===== src/rtl/note_sequencer_pkg.sv =====
// Shared types and the octave-0 note divider table
// for the note sequencer ahead of sound_driver.
package synth_pkg;

  localparam int DIV_W = 18;

  // clk / f for C3..B3 at a 10 MHz clk
  localparam logic [DIV_W-1:0] NOTE_TABLE [12] = '{
    18'd76445, 18'd72155, 18'd68105, 18'd64282,
    18'd60675, 18'd57269, 18'd54055, 18'd51021,
    18'd48158, 18'd45455, 18'd42903, 18'd40496
  };

  typedef enum logic [1:0] {
    SAW, SQUARE, TRI, SINE
  } mode_t;

  typedef enum logic [1:0] {
    IDLE, PLAY, RELEASE
  } seq_state_t;

  function automatic logic [DIV_W-1:0] note_div(
    input logic [3:0] idx
  );
    return (idx < 4'd12) ? NOTE_TABLE[idx] : '0;
  endfunction

endpackage


===== src/rtl/note_sequencer_if.sv =====
// Key/button inputs and sound_driver control outputs
// of the note sequencer.
interface note_sequencer_if #(
  parameter int NKEYS = 12
);
  import synth_pkg::*;

  logic [NKEYS-1:0] keys;
  logic             oct_up;
  logic             oct_down;
  logic             mode_btn;
  logic [DIV_W-1:0] divider;
  logic [1:0]       mode;
  logic             strobe;
  logic [3:0]       note_idx;

  modport master (
    output keys, oct_up, oct_down, mode_btn,
    input  divider, mode, strobe, note_idx
  );

  modport slave (
    input  keys, oct_up, oct_down, mode_btn,
    output divider, mode, strobe, note_idx
  );

endinterface


===== src/rtl/note_sequencer_sync_edge.sv =====
// Two-flop synchronizer with rising-edge pulse; edges
// are suppressed until the pipeline holds real samples.
module sync_edge #(
  parameter int W = 1
) (
  input  logic         clk,
  input  logic         nrst,
  input  logic [W-1:0] d,
  output logic [W-1:0] level,
  output logic [W-1:0] rise
);

  logic [W-1:0] s1;
  logic [W-1:0] s2;
  logic [W-1:0] prev;
  logic [1:0]   prime;

  always_ff @(posedge clk) begin
    if (!nrst) begin
      s1    <= '0;
      s2    <= '0;
      prev  <= '0;
      prime <= '0;
    end else begin
      s1   <= d;
      s2   <= s1;
      prev <= s2;
      if (prime != 2'd3)
        prime <= prime + 2'd1;
    end
  end

  // inputs already high at reset release give no edge
  assign level = s2;
  assign rise  = (prime == 2'd3) ? (s2 & ~prev) : '0;

endmodule


===== src/rtl/note_sequencer.sv =====
// Last-pressed key arbitration, octave shift, mode
// cycling and release hold in front of sound_driver.
module note_sequencer
  import synth_pkg::*;
#(
  parameter int NKEYS          = 12,
  parameter int RELEASE_CYCLES = 100000,
  parameter int MAX_OCT        = 3
) (
  input logic clk,
  input logic nrst,
  note_sequencer_if.slave bus
);

  localparam int CW = (RELEASE_CYCLES > 0) ?
    $clog2(RELEASE_CYCLES + 1) : 1;
  localparam int OW = (MAX_OCT > 0) ?
    $clog2(MAX_OCT + 1) : 1;
  localparam logic [CW-1:0] RLOAD = CW'(
    (RELEASE_CYCLES > 0) ? RELEASE_CYCLES - 1 : 0);
  localparam logic [OW-1:0] OMAX = OW'(MAX_OCT);

  logic [NKEYS-1:0] key_lvl;
  logic [NKEYS-1:0] key_rise;
  logic             up_lvl, up_rise;
  logic             dn_lvl, dn_rise;
  logic             md_lvl, md_rise;

  sync_edge #(.W(NKEYS)) u_keys (
    .clk(clk), .nrst(nrst), .d(bus.keys),
    .level(key_lvl), .rise(key_rise)
  );
  sync_edge #(.W(1)) u_up (
    .clk(clk), .nrst(nrst), .d(bus.oct_up),
    .level(up_lvl), .rise(up_rise)
  );
  sync_edge #(.W(1)) u_dn (
    .clk(clk), .nrst(nrst), .d(bus.oct_down),
    .level(dn_lvl), .rise(dn_rise)
  );
  sync_edge #(.W(1)) u_md (
    .clk(clk), .nrst(nrst), .d(bus.mode_btn),
    .level(md_lvl), .rise(md_rise)
  );

  seq_state_t    state_q, state_d;
  logic [3:0]    note_q, note_d;
  logic [OW-1:0] oct_q, oct_d;
  mode_t         mode_q, mode_d;
  logic [CW-1:0] cnt_q, cnt_d;

  logic       rise_any;
  logic       held_any;
  logic [3:0] rise_idx;
  logic [3:0] held_idx;
  logic       cur_held;

  always_ff @(posedge clk) begin
    if (!nrst) begin
      state_q <= IDLE;
      note_q  <= '0;
      oct_q   <= '0;
      mode_q  <= SAW;
      cnt_q   <= '0;
    end else begin
      state_q <= state_d;
      note_q  <= note_d;
      oct_q   <= oct_d;
      mode_q  <= mode_d;
      cnt_q   <= cnt_d;
    end
  end

  always_comb begin
    rise_any = |key_rise;
    held_any = |key_lvl;
    rise_idx = '0;
    held_idx = '0;
    cur_held = key_lvl[note_q];
    // descending scan so the lowest index is kept
    for (int i = NKEYS - 1; i >= 0; i--) begin
      if (key_rise[i]) rise_idx = 4'(i);
      if (key_lvl[i])  held_idx = 4'(i);
    end

    state_d = state_q;
    note_d  = note_q;
    cnt_d   = cnt_q;
    unique case (state_q)
      IDLE: begin
        if (rise_any) begin
          state_d = PLAY;
          note_d  = rise_idx;
        end
      end
      PLAY: begin
        if (rise_any) begin
          note_d = rise_idx;
        end else if (!held_any) begin
          if (RELEASE_CYCLES == 0) begin
            state_d = IDLE;
          end else begin
            state_d = RELEASE;
            cnt_d   = RLOAD;
          end
        end else if (!cur_held) begin
          note_d = held_idx;
        end
      end
      RELEASE: begin
        if (rise_any) begin
          state_d = PLAY;
          note_d  = rise_idx;
          cnt_d   = '0;
        end else if (cnt_q == '0) begin
          state_d = IDLE;
        end else begin
          cnt_d = cnt_q - 1'b1;
        end
      end
      default: state_d = IDLE;
    endcase

    oct_d = oct_q;
    if (up_rise && !dn_rise && oct_q != OMAX)
      oct_d = oct_q + 1'b1;
    else if (dn_rise && !up_rise && oct_q != '0)
      oct_d = oct_q - 1'b1;

    mode_d = mode_q;
    if (md_rise)
      mode_d = mode_t'(mode_q + 2'd1);
  end

  assign bus.strobe   = (state_q != IDLE);
  assign bus.divider  = (state_q == IDLE) ? '0 :
                        (note_div(note_q) >> oct_q);
  assign bus.mode     = mode_q;
  assign bus.note_idx = note_q;

endmodule


===== src/flat_wrapper.sv =====
// flat-port wrapper written by rule: the top's interface ports become plain ports
module note_sequencer_flat import synth_pkg::*;
#(
  parameter int NKEYS          = 12,
  parameter int RELEASE_CYCLES = 100000,
  parameter int MAX_OCT        = 3
)
  (clk, nrst, bus_keys, bus_oct_up, bus_oct_down, bus_mode_btn, bus_divider, bus_mode, bus_strobe, bus_note_idx);
  note_sequencer_if #(.NKEYS(NKEYS)) bus_i ();
  input logic clk;
  input logic nrst;
  input wire logic [$bits(bus_i.keys)-1:0] bus_keys;
  input wire logic [$bits(bus_i.oct_up)-1:0] bus_oct_up;
  input wire logic [$bits(bus_i.oct_down)-1:0] bus_oct_down;
  input wire logic [$bits(bus_i.mode_btn)-1:0] bus_mode_btn;
  output wire logic [$bits(bus_i.divider)-1:0] bus_divider;
  output wire logic [$bits(bus_i.mode)-1:0] bus_mode;
  output wire logic [$bits(bus_i.strobe)-1:0] bus_strobe;
  output wire logic [$bits(bus_i.note_idx)-1:0] bus_note_idx;
  assign bus_i.keys = bus_keys;
  assign bus_i.oct_up = bus_oct_up;
  assign bus_i.oct_down = bus_oct_down;
  assign bus_i.mode_btn = bus_mode_btn;
  assign bus_divider = bus_i.divider;
  assign bus_mode = bus_i.mode;
  assign bus_strobe = bus_i.strobe;
  assign bus_note_idx = bus_i.note_idx;
  note_sequencer #(.NKEYS(NKEYS), .RELEASE_CYCLES(RELEASE_CYCLES), .MAX_OCT(MAX_OCT)) u_core (.clk(clk), .nrst(nrst), .bus(bus_i));
endmodule

===== config.mk =====
export PLATFORM = sky130hd
export DESIGN_NAME = note_sequencer_flat
export DESIGN_NICKNAME = d
export VERILOG_FILES = /design/src/rtl/note_sequencer_pkg.sv /design/src/rtl/note_sequencer_if.sv /design/src/rtl/note_sequencer_sync_edge.sv /design/src/rtl/note_sequencer.sv /design/src/flat_wrapper.sv
export SDC_FILE = /design/constraint.sdc
export NUM_CORES = 1
export LEC_CHECK = 0
export BUFFER_PORTS_ARGS = -buffer_cell sky130_fd_sc_hd__buf_2
export CORE_MARGIN = 2
export CORE_UTILIZATION = 57
export DETAILED_ROUTE_END_ITERATION = 10
export HOLD_SLACK_MARGIN = 0.15
export PLACE_DENSITY = 0.86
export SLEW_MARGIN = 20
export SYNTH_ARGS = -nofsm -noshare
export SYNTH_HDL_FRONTEND = slang
export SYNTH_SLANG_ARGS = --single-unit

===== constraint.sdc =====
create_clock -name clk -period 4.5 [get_ports clk]
set_input_delay 1.125 -clock clk [delete_from_list [all_inputs] [get_ports clk]]
set_output_delay 1.125 -clock clk [all_outputs]
set_load 0.05 [all_outputs]

==> flow_summary.yaml, run 1 <==
setup_path:
  crit_arrival_ns: 2.93
  r2r-end: "u_core.cnt_q[15]$_SDFFE_PN0P_"
  end_kind: "output pin"
  startpoint_type: "register"
  rr_startpoint: "u_core.cnt_q[0]$_SDFFE_PN0P_"
  r2r_cells: 8
  cp-endpoint: "bus_divider[6]"
  startpoint: "u_core.bus.note_idx[2]$_SDFFE_PN0P_"
  cp.required_ns: 3.38
  critPathKind: "register to output pin"
  r2r_setup_slack_ns: 1.50
  crit_fanout: 25
clock_network:
  root_buffer: "clkbuf_8"
  cts_tree: "done"
  cts_resized: 0
  insertion_delay_ns: 0.35
  cts_sinks: 80
  postCtsSetupBuffers: 0
  clk_pin_slew_ns: 0.08
  cts_buffer_depth: 2
  numCtsBuffers: 9
  htreeDepth: 3
  cts_hold_buf: 0
global_routing:
  grt_pass1_vias: 3400
  antenna_found_initial: 0
  grt_start_max_net_pins: 58
  grt_pass1_wl_um: 15440
  grt_overflow: 0
  track_usage_pct: 22.23
detailed_routing:
  drt_iter0_drc: 342
  firstDrtPassIters: 5
  vias: 3661
  wl_um: 8882
  ant_nets: 0
  drt-wirelength-per-cell_um: 14.14
  via_per_inst: 5.830
  drc_errors: 0
placed_design:
  place.gp.congestion: 0.8408
  dpl_worst_slack_ns: 0.8237
  place_hpwl_um: 6165
  port_buffers: 40
die:
  coreArea_sq_um: 7292
  fp-row-count: 31
  die-width_um: 91.09
  boundaryPins: 42
  die_h_um: 91.09
  die_area_sq_um: 8296
  start_util_pct: 59.28
timing:
  relSlewSlack_pct: 33.69
  finalMaxSlewViolations: 0
  max_freq_mhz: 246.5
  setup_tns_ns: 0
  final_hold_viol_count: 0
  finalWorstSetupSlack_ns: 0.4435
  final-setup-viol-count: 0
  finClkSkew_ns: 0.009761
  worst_slew_pin_slew_ns: 0.9933
  timing.final.crit_share_pct: 90.15
  fin_crit_ns: 4.057
  rsz0062_at_grt: "no"
power:
  vdd_drop_max_mv: 0.3462
  leakagePower_nw: 2.039
  power_density_nw_per_um2: 602.3
  clkPwrFrac_pct: 21.4
  power_frac_comb_pct: 46.2
  internal_power_w: 0.001616
  p_sw_w: 0.001258
  p_sw_share_pct: 43.78
  finalPower_w: 0.002874
  seq_power_share_pct: 32.4
synthesis:
  synth_top_cell_area_share_pct: 37.05
  synthFlopType: "dfxtp_1"
  synth_top_area_cell: "dfxtp_1"
  synth_nets: 530
  syn_inst: 497
  yosysUniqueCellTypes: 63
  synth_edf_count: 0
  synth.avg_cell_area_sq_um: 8.698
  synthTopCellsByArea: "dfxtp_1 (37%), and2_1 (6.2%), a21oi_1 (5.4%)"
  synth_area_sq_um: 4323
  synth_seq_area_share_pct: 37.05
  ys_async_sr_fraction_pct: 0
  ys_warn_count: 0
  yosysMostFrequentCell: "dfxtp_1"
  synthTopCellsByCount: "dfxtp_1 (80), nor2_1 (54), a21oi_1 (47)"
  synth_seq_cells: 80
final_layout:
  nets: 557
  num_antenna_cells: 0
  drive_above_1_share_pct: 15.88
  area_growth_pct: 10.36
job:
  drv_cap: 0
hold_path:
  hold_class: "register to register"
run_status:
  status: "complete, no violations"
==> registers in the layout (all words and copies together), names as in the netlist, 4 cells and up <==
name,count
u_core.bus.note_idx,4
u_core.u_keys.prev,12
u_core.cnt_q,17
u_core.u_keys.level,12
u_core.u_keys.s1,12
==> worst max-delay path, stage by stage, from the launching register on <==
cell,delay (ns)
dfxtp_1,0.85
clkinv_1,0.43
ha_1,0.30
o21ai_0,0.21
nor2_1,0.07
a21oi_1,0.17
nor2_1,0.06
a211oi_1,0.20
buf_2,0.30
==> through the flow <==
| step | utilization, % | instances | hold WS, ns | cell area (sq um) |
|---|---|---|---|---|
| floorplan | - | 497 | 0.4119 | 4323 |
| global placement | 62.18 | 612 | 0.4156 | 4534 |
| detailed placement | 62.18 | 612 | 0.4177 | 4534 |
| CTS | 65.43 | 628 | 0.4364 | 4771 |
| global route | 65.43 | 628 | 0.4577 | 4771 |
| finish | 65.43 | 628 | 0.4360 | 4771 |
==> power by group through the flow <==
stage / Clock, W / Sequential [W] / Combinational, W
2_1_floorplan: 0 / 0.000928 / 0.00110
3_3_place_gp: 0 / 0.000934 / 0.00126
3_5_place_dp: 0 / 0.000945 / 0.00131
4_1_cts: 0.000620 / 0.000928 / 0.00132
5_1_grt: 0.000655 / 0.000952 / 0.00146
6_report: 0.000615 / 0.000932 / 0.00133
==> cells by family (layout without fill, tap and decap cells) <==
kind of cell / after synthesis / after routing / synth area share, %
and+or+nand+nor: 195 / 195 / 24.66
xor gates and xnor gates: 9 / 9 / 1.824
DFF: 80 / 80 / 37.05
other: 1 / 1 / 0.08675
AOI/OAI and AO/OA: 129 / 129 / 21.22
adders and majority gates: 16 / 16 / 4.631
buffers and inverters: 47 / 79 / 4.949
muxes: 20 / 20 / 5.586
==> cell type report <==
type                       count  area (sq um)
clock buffer                  10         137.6
clock inverter                 6         98.84
fill                         632          2521
inverter                      19         71.32
multi-input combinational    370          2507
sequential                    80          1602
tap                           99         123.9
timing repair buffer          44         230.2
==> worst min path at each step <==
stage	cells after the start	from	slack, ns	endpoint
6_report	1	u_core.u_keys.s1[1]$_SDFF_PN0_	0.44	u_core.u_keys.level[1]$_SDFF_PN0_
5_1_grt	1	u_core.u_keys.s1[7]$_SDFF_PN0_	0.46	u_core.u_keys.level[7]$_SDFF_PN0_
4_1_cts	1	u_core.u_keys.s1[1]$_SDFF_PN0_	0.44	u_core.u_keys.level[1]$_SDFF_PN0_
3_5_place_dp	1	u_core.u_keys.s1[9]$_SDFF_PN0_	0.42	u_core.u_keys.level[9]$_SDFF_PN0_
3_3_place_gp	1	u_core.u_keys.s1[4]$_SDFF_PN0_	0.42	u_core.u_keys.level[4]$_SDFF_PN0_
2_1_floorplan	1	u_core.u_dn.s1$_SDFF_PN0_	0.41	u_core.u_dn.level$_SDFF_PN0_
==> cell usage in the layout (no fill, tap or decap), types with 4 or more instances in the layout <==
cell,instances
a211oi_1,8
a21oi_1,47
and2_1,43
buf_2,40
buf_4,4
clkbuf_8,10
clkinv_1,4
dfxtp_1,80
ha_1,16
inv_1,15
mux2i_1,14
nand2_1,20
nand2b_1,8
nand3_1,8
nand3b_1,4
nor2_1,54
nor2b_1,15
nor3_1,15
o211a_1,4
o211ai_1,4
o21ai_0,25
o31ai_1,6
or4_1,7
xor2_1,9
==> metal layers <==
metal / vias up / wire length (um) / share of wire [%] / global-route usage [%]
li1: 1818 / - / - / -
met4: 0 / 76 / 0.86 / 6.566
met1: 1724 / 3976 / 45 / 28.92
met2: 110 / 4336 / 49 / 36.60
met3: 9 / 492 / 5.5 / 5.477
met5: - / 0 / 0 / 0
Power figures use the tool's default switching activity.
==> run 2, diff against run 1 <==
- CORE_MARGIN: 2 -> not set
- RECOVER_POWER: not set -> 100
==> flow_summary.yaml, run 2 (synthesis results as in run 1) <==
run_status:
  status: "complete, no violations"
clock_network:
  cts_tree: "done"
  insertion_delay_ns: 0.35
  clk_pin_slew_ns: 0.08
  cts_buffer_depth: 2
  htreeDepth: 3
  cts_resized: 0
  numCtsBuffers: 9
  cts_hold_buf: 0
  cts_sinks: 80
  postCtsSetupBuffers: 0
  root_buffer: "clkbuf_8"
timing:
  final_hold_viol_count: 0
  rsz0062_at_grt: "no"
  finalWorstSetupSlack_ns: 0.4089
  finClkSkew_ns: 0.01454
  final-setup-viol-count: 0
  setup_tns_ns: 0
  relSlewSlack_pct: 5.098
  worst_slew_pin_slew_ns: 1.405
  max_freq_mhz: 244.4
  finalMaxSlewViolations: 0
  fin_crit_ns: 4.091
  timing.final.crit_share_pct: 90.91
setup_path:
  r2r_setup_slack_ns: 0.48
  crit_arrival_ns: 2.97
  end_kind: "output pin"
  critPathKind: "register to output pin"
  r2r-end: "u_core.cnt_q[4]$_SDFFE_PN0P_"
  r2r_cells: 6
  crit_fanout: 25
  startpoint_type: "register"
  cp.required_ns: 3.38
  rr_startpoint: "u_core.u_keys.level[5]$_SDFF_PN0_"
power:
  power_density_nw_per_um2: 583.0
  vdd_drop_max_mv: 0.2850
  leakagePower_nw: 1.899
die:
  die_h_um: 89.09
  start_util_pct: 59.28
  coreArea_sq_um: 7292
  die_area_sq_um: 7936
  boundaryPins: 42
  fp-row-count: 31
  die-width_um: 89.09
placed_design:
  place_hpwl_um: 6004
  dpl_worst_slack_ns: 0.8195
  place.gp.congestion: 0.9187
  port_buffers: 40
  dpl_cell_area_sq_um: 4527
detailed_routing:
  drt-wirelength-per-cell_um: 13.84
  via_per_inst: 5.825
  ant_nets: 0
  vias: 3652
  drc_errors: 0
  drt_iter0_drc: 233
  wl_um: 8678
  firstDrtPassIters: 5
hold_path:
  hp-start: "u_core.u_keys.s1[9]$_SDFF_PN0_"
  hold_class: "register to register"
  min_to: "u_core.u_keys.level[9]$_SDFF_PN0_"
  holdPathStages: 1
job:
  drv_cap: 0
global_routing:
  track_usage_pct: 23.08
  grt_pass1_wl_um: 14250
  grt_pass1_vias: 3204
  grt_start_max_net_pins: 36
  antenna_found_initial: 0
  grt_overflow: 0
final_layout:
  area_growth_pct: 7.873
  most-common-layout-cells: "dfxtp_1 (80), nor2_1 (54), a21oi_1 (47)"
  drive_above_1_share_pct: 11.93
  fin_area_sq_um: 4663
  regMostFlops: "u_core.cnt_q"
  nets: 556
  fin_util_pct: 63.95
  layout_commonest_cell: "dfxtp_1"
  num_antenna_cells: 0
  largest_reg_flops: 17
## run 2: cell count changes in the layout (fill, tap and decap cells not counted), moves of 2 or more
cell       before  now
clkbuf_2        0    9
buf_2          40   15
and2_0          0   17
clkbuf_1        0   17
and2_1         43   26
buf_4           4    2
bufinv_16       2    0
## run 2: per-layer routing
layer / vias to the layer above / share of wire (%) / GRT usage (%) / wire [um]
li1: 1824 / - / - / -
met1: 1688 / 45 / 28.70 / 3915
met2: 127 / 48 / 39.42 / 4147
met3: 13 / 5.8 / 5.910 / 504
met4: 0 / 1.3 / 7.071 / 111
met5: - / 0 / 0 / 0
## run 2: where the power goes
| group | internal [W] | leakage (nW) | switching (W) | total (W) |
|---|---|---|---|---|
| sequential | 0.000812 | 0.657 | 0.000121 | 0.000933 |
| combinational | 0.000452 | 1.15 | 0.000846 | 0.00130 |
| clock | 0.000212 | 0.0940 | 0.000275 | 0.000487 |
## run 2: how the worst max path moves through the flow
| stage | startpoint | end | slack, ns | depth (start not counted) |
|---|---|---|---|---|
| floorplan | u_core.bus.note_idx[1]$_SDFFE_PN0P_ | bus_divider[12] | 0.06 | 9 |
| global placement | u_core.bus.note_idx[2]$_SDFFE_PN0P_ | bus_divider[6] | 0.92 | 8 |
| detailed placement | u_core.bus.note_idx[2]$_SDFFE_PN0P_ | bus_divider[6] | 0.82 | 8 |
| CTS | u_core.bus.note_idx[2]$_SDFFE_PN0P_ | bus_divider[6] | 0.43 | 8 |
| global route | u_core.bus.note_idx[2]$_SDFFE_PN0P_ | bus_divider[6] | 0.11 | 8 |
| finish | u_core.bus.note_idx[2]$_SDFFE_PN0P_ | bus_divider[6] | 0.41 | 8 |
## run 2: critical path, stage by stage, from the launching register on
cell	delay, ns
dfxtp_1	0.85
clkinv_1	0.44
ha_1	0.30
o21ai_0	0.19
nor2_1	0.07
a21oi_1	0.19
nor2_1	0.06
a211oi_1	0.21
clkbuf_2	0.32
## run 2: cell type report
| cell class | count | area (sq um) |
|---|---|---|
| Timing Repair Buffer | 43 | 198.9 |
| Multi-Input combinational cell | 370 | 2482 |
| Tap cell | 99 | 123.9 |
| Sequential cell | 80 | 1602 |
| Fill cell | 671 | 2629 |
| Inverter | 19 | 71.32 |
| Clock buffer | 9 | 123.9 |
| Clock inverter | 7 | 61.31 |
## run 2: through the flow
stage	total power [W]	hold WS [ns]	std cells
after global routing	0.002923	0.4493	627
after floorplan	0.002027	0.4119	497
final	0.002719	0.4346	627
after CTS	0.002744	0.4381	627
after global placement	0.002192	0.4160	611
after detailed placement	0.002249	0.4177	611
==> run 3, diff against run 2 <==
- CORE_ASPECT_RATIO: not set -> 1.1
==> flow_summary.yaml, run 3 (synthesis results as in run 1) <==
final_layout:
  layout_commonest_cell: "dfxtp_1"
  most-common-layout-cells: "dfxtp_1 (80), nor2_1 (54), a21oi_1 (47)"
  nets: 557
  fill_cells: 606
  num_antenna_cells: 0
  regMostFlops: "u_core.cnt_q"
  stdcell_count: 614
  area_growth_pct: 7.844
  drive_above_1_share_pct: 11.34
  largest_reg_flops: 17
hold_path:
  hold_class: "register to register"
clock_network:
  root_buffer: "clkbuf_8"
  insertion_delay_ns: 0.36
  cts_hold_buf: 0
  postCtsSetupBuffers: 0
  cts_resized: 0
  cts_buffer_depth: 2
  cts_sinks: 80
  clk_pin_slew_ns: 0.08
  cts_tree: "done"
  htreeDepth: 3
  numCtsBuffers: 9
global_routing:
  grt_start_max_net_pins: 58
  antenna_found_initial: 0
  track_usage_pct: 24.44
  grt_pass1_vias: 3492
  grt_overflow: 0
  grt_pass1_wl_um: 15420
power:
  leakagePower_nw: 1.904
  power_density_nw_per_um2: 593.8
  vdd_drop_max_mv: 0.2674
timing:
  max_freq_mhz: 238.1
  relSlewSlack_pct: -28.96
  final-setup-viol-count: 0
  final_hold_viol_count: 0
  finalMaxSlewViolations: 58
  finalWorstSetupSlack_ns: 0.2993
  finClkSkew_ns: 0.006702
  timing.final.crit_share_pct: 93.35
  rsz0062_at_grt: "no"
  worst_slew_pin_slew_ns: 1.934
  fin_crit_ns: 4.201
  setup_tns_ns: 0
detailed_routing:
  via_per_inst: 5.982
  drc_errors: 0
  firstDrtPassIters: 4
  drt-wirelength-per-cell_um: 14.70
  ant_nets: 0
  drt_iter0_drc: 282
  vias: 3673
  wl_um: 9024
run_status:
  status: "finished, violations left"
  violations: "max-capacitance violations, max-slew violations"
placed_design:
  place.gp.congestion: 0.8909
  place_hpwl_um: 6290
  place_inst: 598
  port_buffers: 40
  dpl_worst_slack_ns: 0.7814
die:
  die_area_sq_um: 7937
  start_util_pct: 60.32
  die_h_um: 93.34
  fp-row-count: 32
  coreArea_sq_um: 7167
  die-width_um: 85.04
  boundaryPins: 42
setup_path:
  critPathKind: "register to output pin"
  end_kind: "output pin"
  startpoint_type: "register"
  cp.required_ns: 3.38
  crit_fanout: 25
  crit_arrival_ns: 3.08
job:
  drv_cap: 1
## run 3: cell count changes in the layout (fill, tap and decap cells not counted), sizes merged
cell | previous run | this run
buf | 17 | 18
inv | 19 | 17
bufinv | 0 | 1
clkinvlp | 1 | 0
clkinv | 6 | 8
## run 3: metal layers
layer  part of all wire [%]  track usage [%]  up-vias
met1                     44            29.81     1708
met3                    5.5            4.854       17
met2                     48            41.94      124
met5                      0                0        -
li1                       -                -     1824
met4                    2.0            10.31        0
## run 3: report_power, final
part / switching (W) / total [W] / leakage, nW / internal (W)
clock network: 0.000275 / 0.000538 / 0.107 / 0.000264
registers: 0.000121 / 0.000933 / 0.657 / 0.000812
logic: 0.000850 / 0.00130 / 1.14 / 0.000447
## run 3: per-stage QoR
step                cell area [sq um]  total power, W  util (%)  hold slack [ns]
finish                           4662        0.002768     65.05           0.4374
global route                     4662        0.002954     65.05           0.4538
CTS                              4721        0.002794     65.87           0.4396
detailed placement               4517        0.002246     63.02           0.4198
global placement                 4517        0.002196     63.02           0.4133
floorplan                        4323        0.002027         -           0.4119
## run 3: path summary, 6_finish.rpt
path	startpoint	endpoint	cells past startpoint	slack [ns]
setup reg to reg	u_core.u_keys.level[5]$_SDFF_PN0_	u_core.cnt_q[4]$_SDFFE_PN0P_	6	0.61
setup / recovery	u_core.bus.note_idx[2]$_SDFFE_PN0P_	bus_divider[0]	6	0.30
hold reg to reg	u_core.u_keys.s1[11]$_SDFF_PN0_	u_core.u_keys.level[11]$_SDFF_PN0_	1	0.44
hold / removal	u_core.u_keys.s1[11]$_SDFF_PN0_	u_core.u_keys.level[11]$_SDFF_PN0_	1	0.44
## run 3: final cells by class
class                   instances  area [sq um]  share of cell area (%)
multi-input cells             370          2476                   53.11
well taps                      85         106.4                   2.281
inverters                      19         71.32                   1.530
clock buffers                   9         123.9                   2.657
flip-flops and latches         80          1602                   34.35
repair buffers                 44         202.7                   4.348
clock inverters                 7         80.08                   1.718
## run 3: worst max-delay path, stage by stage (launching register included)
cell,delay [ns]
dfxtp_1,0.87
clkinv_1,0.46
ha_1,0.42
mux2i_1,0.07
o211a_1,0.21
a211oi_1,0.19
clkbuf_1,0.49
